File: src/rtl/hp_rd_arbiter.sv
// hp_rd_arbiter
// -----------------------------------------------------------------------------
// Round-robin read arbiter. It shares one AXI HP slave port between REQ_NUM
// requesters. Only the read address (AR) and read data (R) channels are
// handled. Each accepted burst carries its requester index in ARID. Returning
// R beats are steered back to the requester named by RID. A counter limits the
// number of bursts in flight to MAX_OUTSTANDING.
//
// Handshake semantics (all channels): a transfer happens on a rising clk edge
// when valid and ready are both high. Once m_axi_arvalid is raised, it stays
// high with a stable payload until m_axi_arready. req_arready is a one-cycle
// accept pulse: the requester sees its request taken in the cycle the pulse is
// high, and the payload is captured on that edge. R beats are passed through
// combinationally, so req_rvalid/req_rready follow the same rule in the same
// cycle as m_axi_rvalid/m_axi_rready.
//
// Ports:
//   clk, rst                      clock, synchronous active-high reset
//   req_araddr/arlen/arvalid      per-requester burst requests (slice i)
//   req_arready                   one-hot accept pulse
//   req_rdata/rresp/rlast         read data, broadcast to all requesters
//   req_rvalid / req_rready       per-requester read data handshake
//   m_axi_ar*                     AR channel toward the HP port
//   m_axi_r*                      R channel from the HP port
//   outstanding                   bursts currently in flight
//   rid_err                       sticky: a beat arrived with RID >= REQ_NUM
// -----------------------------------------------------------------------------
module hp_rd_arbiter #(
    parameter int REQ_NUM         = 4,
    parameter int ADDR_WIDTH      = 32,
    parameter int DATA_WIDTH      = 64,
    parameter int ID_WIDTH        = 6,
    parameter int MAX_OUTSTANDING = 8
) (
    input  logic                          clk,
    input  logic                          rst,
    input  logic [REQ_NUM*ADDR_WIDTH-1:0] req_araddr,
    input  logic [REQ_NUM*8-1:0]          req_arlen,
    input  logic [REQ_NUM-1:0]            req_arvalid,
    output logic [REQ_NUM-1:0]            req_arready,
    output logic [DATA_WIDTH-1:0]         req_rdata,
    output logic [1:0]                    req_rresp,
    output logic                          req_rlast,
    output logic [REQ_NUM-1:0]            req_rvalid,
    input  logic [REQ_NUM-1:0]            req_rready,
    output logic [ID_WIDTH-1:0]           m_axi_arid,
    output logic [ADDR_WIDTH-1:0]         m_axi_araddr,
    output logic [7:0]                    m_axi_arlen,
    output logic [2:0]                    m_axi_arsize,
    output logic [1:0]                    m_axi_arburst,
    output logic                          m_axi_arvalid,
    input  logic                          m_axi_arready,
    input  logic [ID_WIDTH-1:0]           m_axi_rid,
    input  logic [DATA_WIDTH-1:0]         m_axi_rdata,
    input  logic [1:0]                    m_axi_rresp,
    input  logic                          m_axi_rlast,
    input  logic                          m_axi_rvalid,
    output logic                          m_axi_rready,
    output logic [3:0]                    outstanding,
    output logic                          rid_err
);

    localparam int GW = $clog2(REQ_NUM);
    // One extra bit so that REQ_NUM == 2**ID_WIDTH still compares correctly.
    localparam logic [ID_WIDTH:0] REQ_NUM_ID = (ID_WIDTH + 1)'(REQ_NUM);

    typedef enum logic {
        IDLE  = 1'b0,
        ISSUE = 1'b1
    } ar_state_t;

    ar_state_t       state;
    ar_state_t       state_next;
    logic [GW-1:0]   last_grant;
    logic [GW-1:0]   cur_grant;
    logic [GW-1:0]   grant_idx;
    logic [GW-1:0]   cand;
    logic            grant_found;
    logic            grant_ok;
    logic            ar_hs;
    logic            rid_bad;
    logic [GW-1:0]   rid_idx;
    logic            r_done;

    assign m_axi_arsize  = 3'($clog2(DATA_WIDTH / 8));
    assign m_axi_arburst = 2'b01;
    assign m_axi_arvalid = (state == ISSUE);

    // Round-robin search: the first valid requester after last_grant, with
    // wrap-around. The requester just served therefore has the lowest priority.
    always_comb begin
        grant_found = 1'b0;
        grant_idx   = '0;
        cand        = '0;
        for (int k = 1; k <= REQ_NUM; k++) begin
            cand = GW'((int'(last_grant) + k) % REQ_NUM);
            if (!grant_found && req_arvalid[cand]) begin
                grant_found = 1'b1;
                grant_idx   = cand;
            end
        end
    end

    // AR FSM: next state and outputs. The limit uses the registered count, so a
    // burst that completes in the grant cycle only frees a slot one cycle later.
    always_comb begin
        state_next  = state;
        req_arready = '0;
        grant_ok    = 1'b0;
        ar_hs       = 1'b0;
        case (state)
            IDLE: begin
                if (!rst && grant_found &&
                    (outstanding < 4'(MAX_OUTSTANDING))) begin
                    grant_ok               = 1'b1;
                    req_arready[grant_idx] = 1'b1;
                    state_next             = ISSUE;
                end
            end
            ISSUE: begin
                if (m_axi_arready) begin
                    ar_hs      = 1'b1;
                    state_next = IDLE;
                end
            end
            default: state_next = IDLE;
        endcase
    end

    always_ff @(posedge clk) begin
        if (rst) begin
            state <= IDLE;
        end else begin
            state <= state_next;
        end
    end

    // R steering is purely combinational. Beats with an unknown RID are
    // consumed here (rready forced high) so the HP port cannot stall on them.
    assign rid_bad      = ({1'b0, m_axi_rid} >= REQ_NUM_ID);
    assign rid_idx      = m_axi_rid[GW-1:0];
    assign m_axi_rready = rid_bad ? 1'b1 : req_rready[rid_idx];
    assign req_rdata    = m_axi_rdata;
    assign req_rresp    = m_axi_rresp;
    assign req_rlast    = m_axi_rlast;
    assign r_done       = m_axi_rvalid & m_axi_rready & m_axi_rlast;

    always_comb begin
        req_rvalid = '0;
        for (int i = 0; i < REQ_NUM; i++) begin
            req_rvalid[i] = m_axi_rvalid && (m_axi_rid == ID_WIDTH'(i));
        end
    end

    // AR payload, grant history, outstanding count and the error flag.
    always_ff @(posedge clk) begin
        if (rst) begin
            last_grant   <= GW'(REQ_NUM - 1);
            cur_grant    <= '0;
            m_axi_arid   <= '0;
            m_axi_araddr <= '0;
            m_axi_arlen  <= '0;
            outstanding  <= '0;
            rid_err      <= 1'b0;
        end else begin
            if (grant_ok) begin
                cur_grant    <= grant_idx;
                m_axi_arid   <= ID_WIDTH'(grant_idx);
                m_axi_araddr <= req_araddr[int'(grant_idx)*ADDR_WIDTH +: ADDR_WIDTH];
                m_axi_arlen  <= req_arlen[int'(grant_idx)*8 +: 8];
            end
            if (ar_hs) begin
                last_grant <= cur_grant;
            end
            // A decrement at zero saturates. This absorbs stale beats that
            // return after a reset.
            if (ar_hs && !r_done) begin
                outstanding <= outstanding + 4'd1;
            end else if (!ar_hs && r_done && (outstanding != 4'd0)) begin
                outstanding <= outstanding - 4'd1;
            end
            if (m_axi_rvalid && rid_bad) begin
                rid_err <= 1'b1;
            end
        end
    end

endmodule
File: config.mk
export PLATFORM = sky130hd
export DESIGN_NAME = hp_rd_arbiter
export DESIGN_NICKNAME = d
export VERILOG_FILES = /design/src/rtl/hp_rd_arbiter.sv
export SDC_FILE = /design/constraint.sdc
export NUM_CORES = 1
export LEC_CHECK = 0
export BUFFER_PORTS_ARGS = -buffer_cell sky130_fd_sc_hd__buf_2
export CAP_MARGIN = 30
export CORE_AREA = 4 4 144 146
export CTS_CLUSTER_DIAMETER = 150
export DETAILED_ROUTE_END_ITERATION = 10
export DIE_AREA = 0 0 148 150
export GPL_TIMING_DRIVEN = 0
export PLACE_DENSITY = 0.46
export REMOVE_ABC_BUFFERS = 1
export SETUP_SLACK_MARGIN = 0.2
export SLEW_MARGIN = 20
export SYNTH_ARGS = -nofsm -noshare
export SYNTH_HDL_FRONTEND = slang
export SYNTH_SLANG_ARGS = --single-unit
File: constraint.sdc
create_clock -name clk -period 2.7 [get_ports clk]
set_clock_uncertainty 0.1 [all_clocks]
set_input_delay 0.27 -clock clk [delete_from_list [all_inputs] [get_ports clk]]
set_output_delay 0.27 -clock clk [all_outputs]
set_load 0.005 [all_outputs]
=== Word level (Yosys, flattened, before mapping) ===
Index checks and enable logic that the tools add are counted.

* Bits of input ports: 245
* Output and inout port bits: 133
* Register bits after elaboration: 50
* Word-level logic and storage cells: 84

* Equality and inequality tests: 3
* Muxes and demuxes: 31
* Bitwise logic cells: 3
* Add/subtract/negate cells: 6
* Shift-type cells: 2
* $lt $le $gt $ge: 9
* Reductions and logical operators: 23

{| class="wikitable"
|+ Operators with widths
! cell !! number
|-
| $shiftx A128 B8 Y32 || 1
|-
| $shiftx A32 B6 Y8 || 1
|-
| $lt A2 B3 Y1 const B || 6
|-
| $mux W1 || 16
|-
| $mux W4 || 4
|-
| $logic_and A1 B1 Y1 || 14
|-
| $eq A6 B2 Y1 const B || 2
|-
| $bmux W1 S2 || 5
|-
| $mux W2 || 4
|-
| $eq A6 B1 Y1 const B || 1
|-
| $ge A6 B3 Y1 const B || 1
|-
| $logic_not A1 Y1 || 6
|-
| $logic_not A6 Y1 || 1
|-
| $add A2 B1 Y2 const B || 2
|-
| $add A2 B2 Y2 const B || 2
|-
| $add A4 B1 Y4 const B || 1
|-
| $lt A4 B4 Y1 const B || 1
|-
| $reduce_bool A4 Y1 || 1
|-
| $sub A4 B1 Y4 const B || 1
|-
| $and A1 B1 Y1 || 2
|-
| $demux W1 S2 || 1
|-
| $ge A2 B1 Y1 const B || 1
|-
| $pmux W1 S2 || 1
|-
| $reduce_bool A2 Y1 || 1
|-
| $not A1 Y1 || 1
|}

=== Longest topological paths before layout ===
* Depth after elaboration: 19
* Gate-level depth with buffers: 9
* Depth with buffers taken out: 9

=== Worst setup path before layout ===
Ideal clock, no wire load.

* Path type: in2reg
* Start point: input port m_axi_rid[4]
* End point: register outstanding[3]
* Required time: 2.477 ns
* Arrival: 2.316 ns
* Stages: 9
* Library setup time: 0.123 ns
* Buffers on the path: 0
* Path slack: 0.161 ns
* Cell sequence: or4_4 -> o211ai_2 -> nand3_1 -> ha_1 -> a21o_1 -> a21oi_1 -> nand2b_1 -> o22ai_1 -> mux2_1

* Cells in the longest elaborated chain, start to end: 7
* Elaborated cells between the ends (all ways): 10
* Those cells by class: order compare: 1; mux: 2; bitwise: 2; reduce/logical: 5

{| class="wikitable"
|+ Ends and longest elaborated chain
! item !! line !! text
|-
| from (decl) || 53 || <nowiki>input logic [ID_WIDTH-1:0] m_axi_rid,</nowiki>
|-
| $ge A6 B3 Y1 (*) || 140 || <nowiki>assign rid_bad = ({1'b0, m_axi_rid} >= REQ_NUM_ID);</nowiki>
|-
| $mux W1 (*) || 142 || <nowiki>assign m_axi_rready = rid_bad ? 1'b1 : req_rready[rid_idx];</nowiki>
|-
| $and A1 B1 Y1 (*) (2 in series) || 146 || <nowiki>assign r_done = m_axi_rvalid & m_axi_rready & m_axi_rlast;</nowiki>
|-
| $logic_not A1 Y1 or $logic_and A1 B1 Y1 (tied branches) || 177, 179 ||
|-
| $logic_and A1 B1 Y1 (on tied branches) || 177, 179 ||
|-
| $mux W4 or $reduce_bool A2 Y1 (tied branches) || n/a ||
|-
| to (signal assigned) || 178 || <nowiki>outstanding <= outstanding + 4'd1;</nowiki>
|-
| to (signal assigned) || 180 || <nowiki>outstanding <= outstanding - 4'd1;</nowiki>
|-
| to (decl) || 59 || <nowiki>output logic [3:0] outstanding,</nowiki>
|}

Mark *: on every way between the ends. The rest lies on a longest branch, timed or not.
A chain may end at the register's enable or synchronous reset.

=== Final worst setup path ===
* Start point: register state (netlist: m_axi_arvalid)
* End point: output port req_arready[2]

* Cells in the longest elaborated chain, start to end: 1

{| class="wikitable"
|+ Ends and longest elaborated chain
! item !! line !! text
|-
| from (decl) || 72 || <nowiki>ar_state_t state;</nowiki>
|-
| from (signal assigned) || 134 || <nowiki>state <= state_next;</nowiki>
|-
| $mux W4 || 111 || <nowiki>case (state)</nowiki>
|-
| to (decl) || 40 || <nowiki>output logic [REQ_NUM-1:0] req_arready,</nowiki>
|}

No other way between the ends.

==> impl_metrics.toml <==
[outcome]
status = "complete, no violations"

[floorplanning]
die_y_um = 150
dieWidth_um = 148
ios = 378
die_area_um2 = 22200
core_region_area_um2 = 19400
rows = 51
initial_core_util_pct = 20.7

[routing]
viasPerCell = 4.54
drt_first_pass_iters = 4
top_layer = "met5"
first_iter_violations = 100
vias = 4057
dr_wl_met3_um = 3220
drt_wl_total_um = 19800
avgRoutedWirePerCell_um = 22.1
wl_met2_um = 8050
ant_nets = 0
drc = 0
drt-met1-wl_um = 8080

[synth]
synthMuxAreaShare_pct = 16.8
synth-simple-area-share_pct = 13.3
synthAdderAreaFrac_pct = 1.12
synth_top_family_by_area = "buffers and inverters"
synthFlopType = "dfxtp_1"
avgSynthCellArea_um2 = 8.55
synthDistinctLibCells = 45
synth_async_sr_flop_share_pct = 0
synth_cells = 470
synthesis.area_um2 = 4020
yosysWarnings = 0
synth-seq-cells = 50
synth_xor_xnor_area_share_pct = 0.436
synth_edf_count = 0
synth_compound_area_share_pct = 19.9
seq_area_frac_synth_pct = 24.9

[place]
placed_cell_area_um2 = 4940
place_worst_setup_slack_ns = -0.571
io_buffers = 236
dp_cells = 873
gp_congestion = 0.737
dp_hpwl_um = 14600

[critical_path]
critPathCaptureType = "output port"
arrival_ns = 2.12
slowest_delay_ns = 0.51
cp_num_buf_inv = 1
cp_slowest_cell = "or3_4"
path_cells = "nor3_4, o41ai_4, or3_4, a211oi_1, buf_2"
cp_max_fo = 23
r2r_cells = 6
critical_path_class = "reg -> out"
critical_path_required_ns = 2.33
start_kind = "register"
path_depth = 5
path_delay_family = "simple AND/OR/NAND/NOR gates"

[timing]
final.min_clock_period_ns = 2.49
tns_ns = 0
holdWs_ns = 0.157
final-hold-violation-count = 0
worst_pin_slew_ns = 0.864
drv_slew = 0
max_slew_margin_pct = 42.4
fmax_mhz = 402
period_share_pct = 92.2
layout_setup_ws_ns = 0.211
rsz0062_at_grt = "yes"
setup_viol = 0

[clocking]
cts_sinks = 50
tritoncts = "done"
cts_buffers = 5
htreeDepth = 2
clk_latency_ns = 0.30
holdBufCountCts = 0
clockRootBuffer = "clkbuf_16"
clock_path_buffers = 2
clk_pin_slew_ns = 0.08

[power_and_ir_drop]
p_leak_nw = 2.64
p_clk_share_pct = 24.0
p_int_w = 0.00175
comb_power_share_pct = 40.1
switching_power_w = 0.000954
powerDensity_nw_per_um2 = 517
irDropWorstVdd_uv = 215
p_seq_share_pct = 35.8
switching_share_pct = 35.2

[finish]
syn_to_final_growth_pct = 30.3
final_cell_mix = "buf_2 (236), mux2i_1 (63), dfxtp_1 (49), a21oi_1 (42), inv_1 (39)"
final_cells = 893
design_area_um2 = 5230
nets = 875
drive_gt1_share_pct = 45.3
final_common_cell = "buf_2"

[grt]
grt_usage_pct = 16.4
grt_pass1_wl_um = 26900
grt_pass1_vias = 3958
grt_antenna_before_repair = 1
grt_max_degree = 36
grt-ovfl-total = 0

[flow_run]
maxCapViolCount = 0

[min_path]
worstHoldPathCells = 3
hold_path.class = "in -> reg"
==> sequential cells by signal (all words and copies together), names as in the netlist <==
signal and count:
m_axi_araddr 32, outstanding 4, last_grant 2, m_axi_arvalid 1, rid_err 1, m_axi_arid 2, m_axi_arlen 8
==> through the flow <==
stage	utilization, %	total power, W
4_1_cts	26.6	0.00274
5_1_grt	27.0	0.00291
3_5_place_dp	25.4	0.00203
3_3_place_gp	24.6	0.00200
6_report	27.0	0.00271
2_1_floorplan	-	0.00153
==> synthesized netlist by cell type (3+ instances only) <==
| master | n | share of area [%] |
|---|---|---|
| nand3b_1 | 21 | 3.9 |
| nand2_1 | 5 | 0.47 |
| mux2i_1 | 63 | 16 |
| a31oi_1 | 19 | 3.0 |
| a21oi_1 | 43 | 5.4 |
| dfxtp_1 | 50 | 25 |
| buf_4 | 81 | 15 |
| and3_1 | 3 | 0.47 |
| buf_6 | 6 | 1.7 |
| nor2b_1 | 3 | 0.47 |
| clkbuf_1 | 17 | 1.6 |
| nor2_1 | 10 | 0.93 |
| buf_2 | 8 | 1.0 |
| nand2b_1 | 6 | 0.93 |
| inv_1 | 39 | 3.6 |
| o221ai_1 | 21 | 4.6 |
| and4_1 | 19 | 4.1 |
| o31ai_1 | 19 | 3.6 |
==> final timing paths <==
kind                    from          endpoint  slack (ns)
max            m_axi_arvalid    req_arready[2]        0.21
min          req_araddr[114]  m_axi_araddr[18]        0.16
max reg2reg    last_grant[0]  m_axi_araddr[20]        0.41
min reg2reg    m_axi_arid[0]     m_axi_arid[0]        0.36
==> cell type report <==
| class | count | area [um^2] |
|---|---|---|
| well taps | 265 | 332 |
| diodes | 1 | 2.50 |
| clock inverters | 2 | 15.0 |
| fillers | 2154 | 14200 |
| inverters | 39 | 146 |
| flip-flops and latches | 50 | 1000 |
| multi-input cells | 280 | 2220 |
| repair buffers | 251 | 1390 |
| clock buffers | 5 | 125 |
==> power by group through the flow <==
stage	clock network [W]	registers (W)	logic [W]
2_1_floorplan	0	0.000992	0.000539
3_3_place_gp	0	0.000979	0.00102
3_5_place_dp	0	0.000983	0.00105
4_1_cts	0.000693	0.000970	0.00108
5_1_grt	0.000714	0.000990	0.00120
6_report	0.000651	0.000970	0.00109
==> cells by family (layout without fill, tap and decap cells) <==
group / Yosys count / count (layout)
other cells: 2 / 10
simple gates: 78 / 79
flops: 50 / 50
buf+inv: 152 / 297
compound gates: 117 / 121
xor+xnor: 2 / 2
fa+ha+maj: 3 / 3
mux: 66 / 66
==> tightest hold or removal path, stage by stage <==
cell	delay [ns]
buf_2	0.07
mux2i_1	0.06
a21oi_1	0.13
==> metal layers <==
| layer | vias up | GRT usage [%] |
|---|---|---|
| li1 | 1941 | - |
| met1 | 1819 | 19.8 |
| met2 | 270 | 23.1 |
| met3 | 21 | 12.1 |
| met4 | 6 | 2.96 |
| met5 | - | 8.18 |
==> what timing repair did <==
item | CTS | global route
cloned | 5 | 1
endpoints found under the setup margin | 46 | 5
buffers inserted | 2 | 3
gates resized for setup | 7 | 4
pin swaps | 3 | 2
(Power assumes the default switching activity.)
